### src/rtl/fifo_flag_ctrl.sv
// fifo_flag_ctrl
//   Occupancy and flag controller for the FIFO. Qualifies raw client
//   write/read requests into address-counter enables and keeps a
//   registered fill level with full/empty/almost-full/almost-empty flags
//   that are always consistent with fill_level on the same cycle.
//
//   Optional feature: define FIFO_ERR_FLAGS_EN to build sticky
//   overflow/underflow registers cleared by err_clr. Without it,
//   overflow/underflow are tied to 0 and err_clr is ignored.
//
// Ports
//   clk          : single clock, rising edge
//   rst          : synchronous active-high reset
//   wr_req       : client write request
//   rd_req       : client read request
//   err_clr      : clears sticky error flags (FIFO_ERR_FLAGS_EN only)
//   cw_en        : write accepted / write-address counter enable
//   cr_en        : read accepted / read-address counter enable
//   full         : registered, fill_level == MEMORY_DEPTH
//   empty        : registered, fill_level == 0
//   almost_full  : registered, fill_level >= AF_LEVEL
//   almost_empty : registered, fill_level <= AE_LEVEL
//   fill_level   : registered entry count, 0..MEMORY_DEPTH
//   overflow     : sticky, write requested while full
//   underflow    : sticky, read requested while empty

module fifo_flag_ctrl #(
    parameter int MEMORY_DEPTH      = 4,
    parameter int FIFO_ADDRESS_SIZE = 2,
    parameter int AF_LEVEL          = 3,
    parameter int AE_LEVEL          = 1
) (
    input  logic                       clk,
    input  logic                       rst,
    input  logic                       wr_req,
    input  logic                       rd_req,
    input  logic                       err_clr,
    output logic                       cw_en,
    output logic                       cr_en,
    output logic                       full,
    output logic                       empty,
    output logic                       almost_full,
    output logic                       almost_empty,
    output logic [FIFO_ADDRESS_SIZE:0] fill_level,
    output logic                       overflow,
    output logic                       underflow
);

    localparam int LW = FIFO_ADDRESS_SIZE + 1;

    localparam logic [FIFO_ADDRESS_SIZE:0] DEPTH_C = LW'(MEMORY_DEPTH);
    localparam logic [FIFO_ADDRESS_SIZE:0] AF_C    = LW'(AF_LEVEL);
    localparam logic [FIFO_ADDRESS_SIZE:0] AE_C    = LW'(AE_LEVEL);
    localparam logic [FIFO_ADDRESS_SIZE:0] ONE_C   = LW'(1);

    logic [FIFO_ADDRESS_SIZE:0] level_next;

    // Acceptance uses the registered flags only; reset blocks both so the
    // downstream address counters never advance during reset.
    always_comb begin
        cw_en = wr_req & ~full  & ~rst;
        cr_en = rd_req & ~empty & ~rst;
    end

    always_comb begin
        level_next = fill_level;
        if (cw_en && !cr_en) begin
            level_next = fill_level + ONE_C;
        end else if (cr_en && !cw_en) begin
            level_next = fill_level - ONE_C;
        end
    end

    // Flags are derived from level_next so they land on the same edge as
    // fill_level instead of trailing it by a cycle.
    always_ff @(posedge clk) begin
        if (rst) begin
            fill_level   <= '0;
            full         <= 1'b0;
            empty        <= 1'b1;
            almost_full  <= (AF_C == '0);
            almost_empty <= 1'b1;
        end else begin
            fill_level   <= level_next;
            full         <= (level_next == DEPTH_C);
            empty        <= (level_next == '0);
            almost_full  <= (level_next >= AF_C);
            almost_empty <= (level_next <= AE_C);
        end
    end

`ifdef FIFO_ERR_FLAGS_EN
    // Clear outranks set: an error arriving with err_clr is dropped.
    always_ff @(posedge clk) begin
        if (rst) begin
            overflow  <= 1'b0;
            underflow <= 1'b0;
        end else if (err_clr) begin
            overflow  <= 1'b0;
            underflow <= 1'b0;
        end else begin
            if (wr_req && full) begin
                overflow <= 1'b1;
            end
            if (rd_req && empty) begin
                underflow <= 1'b1;
            end
        end
    end
`else
    logic unused_err_clr;
    assign unused_err_clr = err_clr;

    always_comb begin
        overflow  = 1'b0;
        underflow = 1'b0;
    end
`endif

endmodule

### config.mk
export PLATFORM = sky130hd
export DESIGN_NAME = fifo_flag_ctrl
export DESIGN_NICKNAME = d
export VERILOG_FILES = /design/src/rtl/fifo_flag_ctrl.sv
export SDC_FILE = /design/constraint.sdc
export NUM_CORES = 1
export LEC_CHECK = 0
export BUFFER_PORTS_ARGS = -buffer_cell sky130_fd_sc_hd__buf_2
export CORE_AREA = 4 4 41 43
export CTS_CLUSTER_SIZE = 25
export DETAILED_ROUTE_END_ITERATION = 8
export DIE_AREA = 0 0 45 47
export GPL_ROUTABILITY_DRIVEN = 0
export GPL_TIMING_DRIVEN = 0
export PLACE_DENSITY = 0.54
export SYNTH_ARGS = -nofsm -noshare
export SYNTH_HDL_FRONTEND = slang
export SYNTH_SLANG_ARGS = --single-unit
### constraint.sdc
create_clock -name clk -period 2.2 [get_ports clk]
set_input_delay 0.22 -clock clk [delete_from_list [all_inputs] [get_ports clk]]
set_output_delay 0.22 -clock clk [all_outputs]
set_load 0.1 [all_outputs]
# After elaboration in Yosys (flattened, before gate mapping)
# Cells that the tools add are included.
# op_classes
n_addsub	2
n_lt_le_gt_ge	2
eq_ne	1
muxes	2
n_bitwise	7
reduce_logical	5
# ops
cell	n
two-way mux 3 bit	2
bitwise AND 1 bit	4
adder 3 x 1 -> 3 bit, second input constant	1
equality test 3 bit, second input constant	1
greater-or-equal comparator 3 x 2 -> 1 bit, second input constant	1
less-or-equal comparator 3 x 1 -> 1 bit, second input constant	1
zero test 3 bit	1
inverter 1 bit	3
subtractor 3 x 1 -> 3 bit, second input constant	1
logical AND 1 bit	2
zero test 1 bit	2
# word_totals
reg_bits	7
input_bits	5

# Logic depth before layout (Yosys ltp)
# depth
ltp_word	8
depth_mapped	6
mapped_depth_nobuf	6

# Worst setup path before layout
# No wires, ideal clock.
# synth_path
path_type	flip-flop to flip-flop
start	register full
end	register almost_full
t_arrival_ns	2.517
slack_ns	-0.444
stages_incl_launch_ff	7
path_cell_list	dfxtp_1 or3b_4 clkinv_2 nor2_2 a22oi_2 mux2i_1 or3_1
# synth_via
elab_chain_len	8
# synth_rtl
element	line_no	text
from (decl)	40	output logic full,
from (signal assigned)	85	full <= (level_next == DEPTH_C);
inverter 1 bit *	61	cw_en = wr_req & ~full & ~rst;
bitwise AND 1 bit * (2 in a row)	61	
named net cw_en	38	output logic cw_en,
zero test 1 bit	69	end else if (cr_en && !cw_en) begin
logical AND 1 bit	69	
two-way mux 3 bit	69	
two-way mux 3 bit *	67	if (cw_en && !cr_en) begin
greater-or-equal comparator 3 x 2 -> 1 bit *	87	almost_full <= (level_next >= AF_C);
to (signal assigned)	81	almost_full <= (AF_C == '0);
to (signal assigned)	87	
to (decl)	42	output logic almost_full,
# Mark *: on every way through the listed nets, which the timed path passes. The rest lies on a longest branch.
# A chain may end at the register's enable or synchronous reset.

# Worst setup path after layout
# layout_path
start	register full
end	register almost_full
# layout_via
elab_chain_len	8
# layout_rtl
element	line_no
inverter 1 bit *	61
bitwise AND 1 bit * (2 in a row)	61
zero test 1 bit	69
logical AND 1 bit	69
two-way mux 3 bit	69
two-way mux 3 bit *	67
greater-or-equal comparator 3 x 2 -> 1 bit *	87
# Every way passes the cells marked *; elsewhere a longest branch is shown, timed or not.

==> key figures <==
Outcome
  • Outcome: completed

Synth
  • Syn Inst Count: 43
  • Mapped Avg Cell Area: 8.61 um2
  • Part of the Yosys area used for sequential elements: 37.8%
  • Yosys reg bits: 7
  • Yosys warns: 0
  • Netlist cell types: 23
  • Post-synthesis cell area: 370 um2

Clocking
  • Max Root-Sink Buffers: 2
  • Hold-fix buffers at CTS: 0
  • CTS Root Cell: clkbuf_4
  • CTS tree: done
  • Post-CTS setup repair buffer count: 0
  • CTS Sinks: 7
  • CTS buffer count: 3
  • H-tree levels: 1
  • Post-CTS resize count: 0
  • Clock-pin slew on the worst setup and hold paths: 0.05 ns
  • Skew-Pair Late Insertion Delay: 0.24 ns

Critical path
  • Critical path depth in cells: 5
  • Kind of critical path: reg2reg
  • Crit path launch type: register
  • Delay-heaviest family, CP: simple AND/OR/NAND/NOR gates
  • Crit path max fanout: 5
  • Critical path buffers and inverters: 0
  • Critical path required time: 2.32 ns
  • Critical Path AT: 1.92 ns
  • Biggest cell delay along the critical path: 0.42 ns
  • CP max-delay cell: or3b_4
  • Worst path cell trace: or3b_4 > nor2_1 > a22oi_2 > mux2i_1 > or3_1
  • CP endpoint kind: register
  • Register-to-Register Path Depth: 5

Global route
  • Vias in the first global route: 317
  • Initial antenna violation count: 0
  • First-pass GRT wire length: 1.30 mm
  • GR Overflow Total: 0
  • Largest net degree at the start of global routing: 8
  • All-layer global routing usage: 8.87%

Routing
  • Vias: 332
  • Antenna Nets Post-Route: 0
  • Post-DR vias/cell: 4.43
  • Starting DRT DRC Count: 2
  • WL/cell: 10.5 um
  • Iteration count of the initial detailed-routing pass: 2
  • WL final: 787 um
  • Remaining DRCs: 0

Timing
  • Min cycle time layout: 1.81 ns
  • Fmax: 554 MHz
  • RSZ-0062 raised after global routing: false
  • Max-slew violations: 0
  • Setup_tns: 0 ns
  • Clock Skew: 0.000389 ns
  • Final setup fails: 0
  • Fin crit share: 82.1%
  • Final hold vios: 0

Run
  • Max cap viols: 0

Cells and area
  • Core Util, Final: 37.6%
  • Area grow syn2layout: 32.1%
  • Most common cell after layout, fill and taps aside: buf_2
  • Layout cells sized above 1: 45.0%
  • Area of the multi-input gates: 199 um2
  • Number of nets in the layout: 68
  • Fillers: 148
  • Most frequent cells in the layout: 12 x buf_2, 5 x nor2_1
  • # diodes: 0
  • Register Area: 148 um2

Placed design
  • Dpl hpwl: 659 um
  • Input/output buffers: 12

Floorplanning
  • Ports: 16
  • Die Span Y: 47 um
  • Die Area: 2120 um2
  • Initial Utilization: 28.5%
  • Core area: 1300 um2
  • Die X: 45 um
  • # rows: 13

Hold path
  • Hold Path Stages: 2
  • Min-delay worst type: in2reg
-- cells by family (layout without fill, tap and decap cells) --
| kind of cell | after synthesis | in the layout | synth area share [%] |
|---|---|---|---|
| adders and majority gates | 2 | 2 | 6.76 |
| other | 1 | 2 | 1.01 |
| AOI/OAI and AO/OA | 7 | 7 | 13.5 |
| DFF | 7 | 7 | 37.8 |
| muxes | 1 | 1 | 2.70 |
| and+or+nand+nor | 16 | 16 | 24.0 |
| xor gates and xnor gates | 2 | 2 | 4.73 |
| buffers and inverters | 7 | 23 | 9.46 |
-- metal layers --
layer	routed length [um]	part of all wire, %	global-route usage, %
met2	388	49	12.1
met3	25	3.2	1.15
met1	372	47	11.7
met4	0	0	8.77
met5	0	0	0
-- final timing paths --
check / start / end / slack (ns)
worst min register to register: fill_level[2] / fill_level[2] / 0.56
worst max register to register: full / almost_full / 0.39
worst max-delay path: full / almost_full / 0.39
worst min-delay path: rst / fill_level[0] / 0.19
-- sequential cells by signal, summed over array words and instances (netlist names) --
name          flops
full              1
almost_full       1
almost_empty      1
fill_level        3
empty             1
-- synth_stat cells --
library cell	n	area, um2
o311a_1	1	10.0
nand2_1	2	7.51
xnor2_1	2	17.5
inv_2	1	3.75
nor2_2	1	6.26
or3_1	1	6.26
a21oi_1	3	15.0
a22oi_2	1	12.5
buf_4	2	15.0
or3b_4	2	22.5
inv_1	3	11.3
ha_1	2	25.0
nor2b_1	1	6.26
nand3_1	1	5.00
mux2i_1	1	10.0
nor3_1	2	10.0
dfxtp_1	7	140
nor2_1	5	18.8
o211ai_1	1	7.51
o21ai_0	1	5.00
conb_1	1	3.75
clkinv_2	1	5.00
nor4_1	1	6.26
-- area by class of cell --
class	count	area share [%]
timing repair buffer	12	12.3
clock buffer	4	5.37
sequential	7	30.2
multi-input combinational	30	40.7
buffer	2	3.07
tap	15	3.84
inverter	5	4.60
-- through the flow --
| step | cells | cell area (um2) | hold WS [ns] | setup slack, ns |
|---|---|---|---|---|
| after floorplan | 44 | 384 | 0.285 | 0.0446 |
| after global placement | 71 | 463 | 0.450 | 0.393 |
| after detailed placement | 71 | 463 | 0.455 | 0.359 |
| after CTS | 75 | 489 | 0.191 | 0.378 |
| after global routing | 75 | 489 | 0.216 | 0.306 |
| final | 75 | 489 | 0.194 | 0.394 |
Power is left out: the tool's default activity adds up to more than one toggle a clock period on the data nets, which glitch-free logic cannot reach.
